<file path="config.mk">
export PLATFORM = sky130hd
export DESIGN_NAME = ninjakun_irq_timer_bank_flat
export DESIGN_NICKNAME = d
export VERILOG_FILES = /design/src/rtl/ninjakun_irq_pkg.sv /design/src/rtl/ninjakun_irq_timer_bank_if.sv /design/src/rtl/ninjakun_irq_chan.sv /design/src/rtl/ninjakun_irq_timer_bank.sv /design/src/flat_wrapper.sv
export SDC_FILE = /design/constraint.sdc
export NUM_CORES = 1
export LEC_CHECK = 0
export CAP_MARGIN = 20
export CELL_PAD_IN_SITES_DETAIL_PLACEMENT = 0
export CELL_PAD_IN_SITES_GLOBAL_PLACEMENT = 2
export CORE_MARGIN = 2
export CORE_UTILIZATION = 27
export DETAILED_ROUTE_END_ITERATION = 8
export HOLD_SLACK_MARGIN = 0.03
export PLACE_DENSITY = 0.77
export SKIP_CTS_REPAIR_TIMING = 1
export SYNTH_ARGS = -nofsm -noshare
export SYNTH_HDL_FRONTEND = slang
export SYNTH_SLANG_ARGS = --single-unit
</file>
<file path="constraint.sdc">
create_clock -name clk -period 2.5 [get_ports clk]
set_clock_uncertainty 0.2 [all_clocks]
set_input_delay 0.375 -clock clk [delete_from_list [all_inputs] [get_ports clk]]
set_output_delay 0.375 -clock clk [all_outputs]
set_load 0.03 [all_outputs]
</file>
<file path="src/rtl/ninjakun_irq_pkg.sv">
// Shared constants for the Ninjakun IRQ timer bank: channel mode encodings and the default timer period.
package ninjakun_irq_pkg;

  localparam logic [1:0] MODE_OFF  = 2'b00;
  localparam logic [1:0] MODE_VBL  = 2'b01;
  localparam logic [1:0] MODE_TMR  = 2'b10;
  localparam logic [1:0] MODE_SYNC = 2'b11;

  // 1/240 s at the 3 MHz tick rate
  localparam int unsigned DEF_PERIOD = 12500;

  function automatic logic mode_has_timer(input logic [1:0] mode);
    return mode[1];
  endfunction

endpackage

</file>
<file path="src/rtl/ninjakun_irq_timer_bank_if.sv">
// Bus bundle between the video/CPU side and the IRQ timer bank; packed per-channel fields.
interface ninjakun_irq_timer_bank_if #(
  parameter int NCH  = 2,
  parameter int CNTW = 14
);
  logic                 ce;
  logic                 vblk;
  logic [2*NCH-1:0]     mode;
  logic [CNTW*NCH-1:0]  period;
  logic [CNTW*NCH-1:0]  phase;
  logic [NCH-1:0]       irq_ack;
  logic [NCH-1:0]       ovf_clr;
  logic [NCH-1:0]       irq;
  logic [NCH-1:0]       ovf;

  modport master (
    output ce, vblk, mode, period, phase, irq_ack, ovf_clr,
    input  irq, ovf
  );

  modport slave (
    input  ce, vblk, mode, period, phase, irq_ack, ovf_clr,
    output irq, ovf
  );
endinterface

</file>
<file path="src/rtl/ninjakun_irq_chan.sv">
// One IRQ channel: tick counter, timer/VBLANK event selection, ack edge detect, IRQ and sticky overrun flags.
module ninjakun_irq_chan
  import ninjakun_irq_pkg::*;
#(
  parameter int CNTW = 14
) (
  input  logic            clk,
  input  logic            rst_n,
  input  logic            ce,
  input  logic            vbe,
  input  logic [1:0]      mode,
  input  logic [CNTW-1:0] period,
  input  logic [CNTW-1:0] phase,
  input  logic            irq_ack,
  input  logic            ovf_clr,
  output logic            irq,
  output logic            ovf
);

  logic [CNTW-1:0] cnt_q, cnt_d;
  logic            irq_q, irq_d;
  logic            ovf_q, ovf_d;
  logic            pack_q, pack_d;
  logic            tmr_en;
  logic            tev;
  logic            ev;
  logic            acke;
  logic [CNTW-1:0] period_m1;

  always_comb begin
    tmr_en    = mode_has_timer(mode) && (period != '0);
    period_m1 = tmr_en ? (period - 1'b1) : '0;
    tev       = ce && tmr_en && (cnt_q == phase);
    acke      = irq_ack && !pack_q;
    pack_d    = irq_ack;

    unique case (mode)
      MODE_VBL:  ev = vbe;
      MODE_TMR:  ev = tev;
      MODE_SYNC: ev = tev || vbe;
      default:   ev = 1'b0;
    endcase

    // A shrunken PERIOD below cnt is not guarded: cnt runs on and wraps at 2^CNTW.
    cnt_d = cnt_q;
    if ((mode == MODE_SYNC) && vbe) begin
      cnt_d = '0;
    end else if (!tmr_en) begin
      cnt_d = '0;
    end else if (ce) begin
      cnt_d = (cnt_q == period_m1) ? '0 : cnt_q + 1'b1;
    end

    irq_d = irq_q;
    ovf_d = ovf_q;
    if (ovf_clr) begin
      ovf_d = 1'b0;
    end
    // Set beats ack; a second event on a pending request is a missed interrupt.
    if (ev && irq_q) begin
      irq_d = 1'b1;
      ovf_d = 1'b1;
    end else if (ev) begin
      irq_d = 1'b1;
    end else if (acke) begin
      irq_d = 1'b0;
    end
  end

  always_ff @(posedge clk or negedge rst_n) begin
    if (!rst_n) begin
      cnt_q  <= '0;
      irq_q  <= 1'b0;
      ovf_q  <= 1'b0;
      pack_q <= 1'b0;
    end else begin
      cnt_q  <= cnt_d;
      irq_q  <= irq_d;
      ovf_q  <= ovf_d;
      pack_q <= pack_d;
    end
  end

  assign irq = irq_q;
  assign ovf = ovf_q;

endmodule

</file>
<file path="src/rtl/ninjakun_irq_timer_bank.sv">
// Z80 interrupt generator bank: shared VBLANK edge detect feeding NCH independent timer/VBLANK IRQ channels.
module ninjakun_irq_timer_bank
  import ninjakun_irq_pkg::*;
#(
  parameter int NCH  = 2,
  parameter int CNTW = 14
) (
  input  logic                        clk,
  input  logic                        rst_n,
  ninjakun_irq_timer_bank_if.slave    bus
);

  logic           pvblk_q, pvblk_d;
  logic           armed_q, armed_d;
  logic           vbe;
  logic           ce_g;
  logic [NCH-1:0] irq_w;
  logic [NCH-1:0] ovf_w;

  // Events are suppressed on the first CLK after reset release, even if VBLK is already high.
  always_comb begin
    pvblk_d = bus.vblk;
    armed_d = 1'b1;
    vbe     = armed_q && bus.vblk && !pvblk_q;
    ce_g    = armed_q && bus.ce;
  end

  always_ff @(posedge clk or negedge rst_n) begin
    if (!rst_n) begin
      pvblk_q <= 1'b0;
      armed_q <= 1'b0;
    end else begin
      pvblk_q <= pvblk_d;
      armed_q <= armed_d;
    end
  end

  for (genvar i = 0; i < NCH; i++) begin : g_chan
    ninjakun_irq_chan #(
      .CNTW (CNTW)
    ) u_chan (
      .clk     (clk),
      .rst_n   (rst_n),
      .ce      (ce_g),
      .vbe     (vbe),
      .mode    (bus.mode[2*i +: 2]),
      .period  (bus.period[CNTW*i +: CNTW]),
      .phase   (bus.phase[CNTW*i +: CNTW]),
      .irq_ack (bus.irq_ack[i]),
      .ovf_clr (bus.ovf_clr[i]),
      .irq     (irq_w[i]),
      .ovf     (ovf_w[i])
    );
  end

  assign bus.irq = irq_w;
  assign bus.ovf = ovf_w;

endmodule
</file>
<file path="src/flat_wrapper.sv">
// flat-port wrapper written by rule: the top's interface ports become plain ports
module ninjakun_irq_timer_bank_flat import ninjakun_irq_pkg::*;
#(
  parameter int NCH  = 2,
  parameter int CNTW = 14
)
  (clk, rst_n, bus_ce, bus_vblk, bus_mode, bus_period, bus_phase, bus_irq_ack, bus_ovf_clr, bus_irq, bus_ovf);
  ninjakun_irq_timer_bank_if #(.NCH(NCH), .CNTW(CNTW)) bus_i ();
  input  logic clk;
  input  logic rst_n;
  input wire logic [$bits(bus_i.ce)-1:0] bus_ce;
  input wire logic [$bits(bus_i.vblk)-1:0] bus_vblk;
  input wire logic [$bits(bus_i.mode)-1:0] bus_mode;
  input wire logic [$bits(bus_i.period)-1:0] bus_period;
  input wire logic [$bits(bus_i.phase)-1:0] bus_phase;
  input wire logic [$bits(bus_i.irq_ack)-1:0] bus_irq_ack;
  input wire logic [$bits(bus_i.ovf_clr)-1:0] bus_ovf_clr;
  output wire logic [$bits(bus_i.irq)-1:0] bus_irq;
  output wire logic [$bits(bus_i.ovf)-1:0] bus_ovf;
  assign bus_i.ce = bus_ce;
  assign bus_i.vblk = bus_vblk;
  assign bus_i.mode = bus_mode;
  assign bus_i.period = bus_period;
  assign bus_i.phase = bus_phase;
  assign bus_i.irq_ack = bus_irq_ack;
  assign bus_i.ovf_clr = bus_ovf_clr;
  assign bus_irq = bus_i.irq;
  assign bus_ovf = bus_i.ovf;
  ninjakun_irq_timer_bank #(.NCH(NCH), .CNTW(CNTW)) u_core (.clk(clk), .rst_n(rst_n), .bus(bus_i));
endmodule
</file>
==> run metrics, run 1 <==
status=finished with violations; violated checks=negative setup slack; Startpoint Class=primary input; r2r worst-path depth=8; Syn Area/Cell=~8.2 µm²; first-pass GRT wire length=~16000 µm; overall power=1.78 mW; Relative slew margins=0.420; fin crit period=3.02 ns; count leader, synth=xor2_1; Sink Count=36; Final Setup Violations=28; setup ws final=-0.524 ns; RSZ-0062 raised after global routing=true; Via density=4.81; Yosys top cell area share=0.266; multiplexer share of the synthesized area=0.0155; num rows=40; Post-Syn Area=between 3000 and 4000 µm²; GPL Wtd Cong=between 0.8 and 0.9; Post-synth EDFFs=0; Final ANT Viol Nets=0; reg2reg start=u_core.g_chan[1].u_chan.cnt_q[9]; Yosys top cell by area=dfrtp_1; most frequent cells after synthesis=xor2_1 (47), dfrtp_1 (36), nor2_1 (30), xnor2_1 (30), clkbuf_1 (22); total of max-cap violations=0; Area contributors post-synth=dfrtp_1 (27%), xor2_1 (12%), xnor2_1 (7.8%); critical path capture point type=register; CTS tree=yes; vias in the first global route=between 3000 and 4000; ys flop type=dfrtp_1; drt total wl=11000 µm; worst hold path type=in2async; DRT iter0 DRCs=~130; All-Layer GR Usage=0.156; Clock Latency Late Sink=between 0.2 and 0.3 ns; flop-to-flop setup slack=-0.08 ns; H-tree level count=2; core box area=12100 µm²; Post-Synth Adder-Cell Area=0.0222; drt drc=0; pwr dens=approximately 320 nW/µm²; crit-path max FO=6; NumNets Final=roughly 630; layout cells sized above 1=0.326; Antenna Cells=0; Final HPWL DP=around 8200 µm; Data required, critical path=between 2 and 2.5 ns; initial core utilization=0.279; f_max=about 330 MHz; vias=3475; largest net degree at the start of global routing=37; Worst-Margin Slew=around 0.87 ns; Die Y=between 100 and 150 µm; cells after synthesis=between 400 and 500; Synth Area in Compound Gates=0.163; Synth cell types=64; Critical Path AT=roughly 3 ns; Post-synth ARST share=1.00; sequential fraction of the synthesis area=0.266; Die W=about 120 µm; root buffer cell=clkbuf_16; VDD IR max=between 0.15 and 0.2 mV; die area=~13000 µm²; fin area=between 5000 and 6000 µm²; Synth Area in XOR/XNOR=0.199; total leakage power=2.49 nW; largest family of logic cells by synthesized area=simple AND/OR/NAND/NOR gates; crit path kind=in2reg; Synth Area in Simple Gates=0.269; Synth Register Bits=36; input/output buffers=71; initial antenna violation count=0; Reg clk slew, reported paths=roughly 0.06 ns; grt ovf=0; Synth Warn #=0; Post-Place Cell Area=4850 µm²; CTS max path bufs=2; final hold viol count=0; WL per Instance=15.3 µm; io pins=72; clock buffer count from CTS=5; first drt pass iteration count=4; Area Growth Syn to Fin=64.1%; Final Cycle Share=1.21; Slew Viols, Final=0; FF-to-FF End=u_core.g_chan[1].u_chan.cnt_q[12]; Net Count, Synth=488
## worst max path at each step
stage	start	end	slack [ns]	cells after the start
after floorplan	bus_period[4]	u_core.g_chan[0].u_chan.cnt_q[9]	-0.71	11
after global placement	bus_period[7]	u_core.g_chan[0].u_chan.cnt_q[11]	-1.16	10
after detailed placement	bus_period[7]	u_core.g_chan[0].u_chan.cnt_q[9]	-1.21	10
after CTS	bus_period[7]	u_core.g_chan[0].u_chan.cnt_q[9]	-0.92	10
after global routing	bus_period[6]	u_core.g_chan[0].u_chan.cnt_q[12]	-0.60	11
final	bus_period[6]	u_core.g_chan[0].u_chan.cnt_q[7]	-0.52	11
## cell usage in the layout (no fill, tap or decap), drive strengths merged, types with 2 or more instances in the layout
cell            n
nand3b          5
or4b            2
nand4           7
o21ai          12
dlymetal6s2s   15
nand2          21
a22oi           2
a21oi          17
mux2            2
nand2b         11
o31a            2
clkbuf         15
nor2b           6
nand3          18
dfrtp          36
xnor2          30
buf            98
and3           16
a21o            6
o22ai           3
nor3           13
nor2           30
or4             6
nor4           14
o31ai           5
mux2i           3
ha              6
a311oi          2
a31oi          12
or3             5
nor4b           2
clkdlybuf4s50  47
or3b            3
inv            11
xor2           47
a22o            3
## layer usage
layer	routed length [µm]	part of all wire	vias to the layer above	global-route usage
li1	-	-	1748	-
met1	4930	0.45	1633	0.201
met2	5450	0.49	79	0.269
met3	441	0.040	15	0.0256
met4	204	0.019	0	0.0492
met5	0	0	-	0
## stage by stage
stage	setup TNS [ns]	hold slack, ns	setup WS (ns)	utilization	cells
6_report	-12.12	0.0167	-0.524	0.458	723
5_1_grt	-14.20	0.0923	-0.598	0.458	723
4_1_cts	-23.17	0.0460	-0.922	0.412	707
3_5_place_dp	-31.82	0.305	-1.21	0.400	699
3_3_place_gp	-30.95	0.284	-1.16	0.400	699
2_1_floorplan	-15.04	-0.121	-0.711	-	414
## flip-flops by register name (all words and copies together), names as in the netlist
register,flops
u_core.g_chan.u_chan.irq,2
u_core.g_chan.u_chan.cnt_q,28
u_core.pvblk_q,1
u_core.g_chan.u_chan.ovf,2
u_core.armed_q,1
u_core.g_chan.u_chan.pack_q,2
## cell type report
cell class | count | area (µm²)
inverter | 12 | 52.6
sequential | 36 | 901
tap | 168 | 210
fill | 1212 | 6560
timing repair buffer | 167 | 1580
clock buffer | 8 | 146
multi-input combinational | 332 | 2660
## worst max-delay path, cell delays in order
cell and delay (ns):
buf_6 0.09, or3_4 0.38, or4_4 0.53, o31ai_4 0.29, a21oi_1 0.07, o32a_1 0.29, a211o_1 0.26, nor4_4 0.29
a21bo_2 0.23, clkbuf_16 0.16, nor2_1 0.04
## report_power, final
group | internal [mW] | leakage (nW) | total, mW | switching [mW]
Sequential | 0.595 | 0.490 | 0.604 | 0.00926
Clock | 0.398 | 0.0712 | 0.636 | 0.239
Combinational | 0.303 | 1.93 | 0.541 | 0.238
## cell families (layout without fill, tap and decap cells)
kind of cell    Yosys count  count (layout)
other cells               1               1
flops                    36              36
compound gates           79              79
mux                       5               5
simple gates            164             164
fa+ha+maj                 6               6
buf+inv                  46             187
xor+xnor                 77              77
Note: power is estimated with default switching activity, not from simulation.
==> run 2: changes to the inputs <==
--- a/config.mk
+++ b/config.mk
@@ -6,13 +6,13 @@
 export NUM_CORES = 1
 export LEC_CHECK = 0
 export CAP_MARGIN = 20
-export CELL_PAD_IN_SITES_DETAIL_PLACEMENT = 0
-export CELL_PAD_IN_SITES_GLOBAL_PLACEMENT = 2
+export CELL_PAD_IN_SITES_DETAIL_PLACEMENT = 1
+export CELL_PAD_IN_SITES_GLOBAL_PLACEMENT = 1
 export CORE_MARGIN = 2
-export CORE_UTILIZATION = 27
+export CORE_UTILIZATION = 30
 export DETAILED_ROUTE_END_ITERATION = 8
 export HOLD_SLACK_MARGIN = 0.03
-export PLACE_DENSITY = 0.77
+export PLACE_DENSITY = 0.69
 export SKIP_CTS_REPAIR_TIMING = 1
 export SYNTH_ARGS = -nofsm -noshare
 export SYNTH_HDL_FRONTEND = slang
==> run 2 against run 1 <==
Net effect: the run still ends with negative setup slack left; clock-buffer cell count decreased by 3; worst hold slack improved by 0.30 ns; die area decreased by 9.7%; first-iteration DRC count decreased by 30%; maximum frequency decreased by 0.33%; cell count decreased by 3.5%; critical path depth increased by 4.
==> run metrics, run 2 (synthesized netlist as in run 1, its figures left out) <==
met1 usage=0.226 (+0.0256); crit path kind=in2reg; Largest Register=u_core.g_chan.u_chan.cnt_q; Via density=5.29 (+10%); Die W=110 µm (-5.0%); Final Setup Violations=28 (unchanged); M2 GR Usage=0.361 (+0.0920); GPL Wtd Cong=0.849 (-0.76%); pre-CTS setup slack=-1.21 ns (-0.00222 ns); Reg power frac=0.342 (+0.003); drt drc=0 (unchanged); All-Layer GR Usage=0.190 (+0.0338); Sink Count=36 (unchanged); RSZ-0062 raised after global routing=true; layout cells sized above 1=0.337 (+0.0108); final hold viol count=0 (unchanged); commonest non-fill, non-tap cells in the layout=buf_4 (86), xor2_1 (47), clkdlybuf4s50_1 (47), dfrtp_1 (36), xnor2_1 (26); Crit-path slowest cell=or3_4; pwr dens=323 nW/µm² (+0.61%); share of power burned in combinational logic=0.307 (+0.003); fin crit period=3.03 ns (+0.0101 ns); first drt pass iteration count=4 (unchanged); die area=12100 µm² (-9.7%); cell mode on critical path=buf_6; total of max-cap violations=0 (unchanged); drt total wl=12500 µm (+13%); grt ovf=0 (unchanged); fill count=1260 (+4.0%); vias in the first global route=3759 (+13%); worst hold path type=reg2reg; NumNets Final=631 (+0.48%); Sw Share=0.288 (+0.0154); crit-path max FO=6 (unchanged); Final Util=0.500 (+0.0415); Slew Viols, Final=0 (unchanged); f_max=330 MHz (-0.33%); GRT Max-Usage Layer=met2; Clock Latency Late Sink=0.28 ns (about the same); status=finished with violations; max FFs per register=28 (unchanged); Reg clk slew, reported paths=0.06 ns (about the same); initial antenna violation count=0 (unchanged); Hold Slack=0.315 ns (+0.298 ns); Net Sw Power=0.509 mW (+4.7%); commonest non-fill, non-tap cell in the layout=buf_4; setup ws final=-0.534 ns (-0.0101 ns); initial core utilization=0.309 (+0.0300); Die Y=110 µm (-5.0%); vias=3690 (+6.2%); critical path capture point type=register; CTS tree=yes; num rows=38 (-5.0%); input/output buffers=71 (unchanged); VDD IR max=0.228 mV (+16%); largest net degree at the start of global routing=37 (unchanged); Antenna Cells=0 (unchanged); Critical Path AT=2.97 ns (-0.03 ns); clock power share=0.351 (-0.006); clock buffer count from CTS=5 (unchanged); Final ANT Viol Nets=0 (unchanged); WL per Instance=17.9 µm (+17%); P_int=1.26 mW (-3.0%); Final Cycle Share=1.21 (+0.00404); met3 usage in global routing=0.0317 (+0.00612); violated checks=negative setup slack; io pins=72 (unchanged); DRT iter0 DRCs=88 (-30%); core box area=10900 µm² (-9.7%); root buffer cell=clkbuf_16; worst-path cell chain=buf_8, inv_4, ha_4, or3b_4, or3_4, xnor2_4, nand4_1, a21o_1, a211oi_2, a31oi_4, buf_12, buf_6, buf_6, a21oi_2, a31oi_1; total leakage power=2.49 nW (+0.18%); Data required, critical path=2.44 ns (-0.03 ns); total negative slack=-13.16 ns (-1.04 ns); Startpoint Class=primary input; H-tree level count=2 (unchanged); Final HPWL DP=9290 µm (+13%); max incr delay on CP=0.43 ns (-0.10 ns); Area Growth Syn to Fin=61.6%; CTS max path bufs=2 (unchanged); first-pass GRT wire length=18200 µm (+10%)
==> run 2: cell types whose count changed in the layout (fill, tap and decap cells not counted), sizes merged <==
| cell | before | now |
|---|---|---|
| clkbuf | 15 | 11 |
| clkinv | 1 | 4 |
| buf | 98 | 100 |
| dlygate4sd3 | 0 | 1 |
| dlymetal6s2s | 15 | 16 |
==> run 2: power groups by stage <==
stage | logic (mW) | registers [mW] | clock network (mW)
floorplan | 0.196 | 0.613 | 0
global placement | 0.460 | 0.613 | 0
detailed placement | 0.474 | 0.613 | 0
CTS | 0.477 | 0.603 | 0.636
global route | 0.581 | 0.605 | 0.659
finish | 0.541 | 0.603 | 0.620
==> run 2: final cells by class <==
class                   instances  area, µm²  share of cell area
repair buffers                170       1550               0.284
multi-input cells             332       2640               0.483
clock inverters                 3       18.8             0.00343
inverters                      12       52.6             0.00961
well taps                     140        175              0.0320
flip-flops and latches         36        901               0.165
clock buffers                   5        125              0.0229
==> run 2: per-stage QoR <==
step	std cells	instance area (µm²)	total power [mW]
after global placement	675	4830	1.07
after floorplan	414	3470	0.809
final	698	5470	1.76
after CTS	683	4970	1.72
after global routing	698	5470	1.84
after detailed placement	675	4830	1.09
==> run 2: worst max-delay path: cells and delay by family <==
family / cells / cell delay [ns]
AOI/OAI and AO/OA: 5 / 0.80
and+or+nand+nor: 3 / 0.96
buffers and inverters: 5 / 0.53
adders and majority gates: 1 / 0.12
xor gates and xnor gates: 1 / 0.16
==> run 2: path summary, 6_finish.rpt <==
path,start,endpoint,slack (ns),depth (start not counted)
worst max-delay path,bus_period[15],u_core.g_chan[1].u_chan.cnt_q[4],-0.53,15
worst min-delay path,u_core.g_chan[0].u_chan.irq,u_core.g_chan[0].u_chan.irq,0.31,1
worst max register to register,u_core.g_chan[1].u_chan.cnt_q[9],u_core.g_chan[1].u_chan.cnt_q[4],-0.09,10
worst min register to register,u_core.g_chan[0].u_chan.irq,u_core.g_chan[0].u_chan.irq,0.31,1
max in group asynchronous,rst_n,u_core.g_chan[1].u_chan.cnt_q[4],1.27,3
min in group asynchronous,rst_n,u_core.g_chan[0].u_chan.cnt_q[1],0.48,3
==> run 2: metal layers <==
metal | share of wire | wire length [µm] | vias up
li1 | - | - | 1759
met1 | 0.42 | 5310 | 1842
met2 | 0.53 | 6630 | 77
met3 | 0.035 | 439 | 12
met4 | 0.0098 | 123 | 0
met5 | 0 | 0 | -
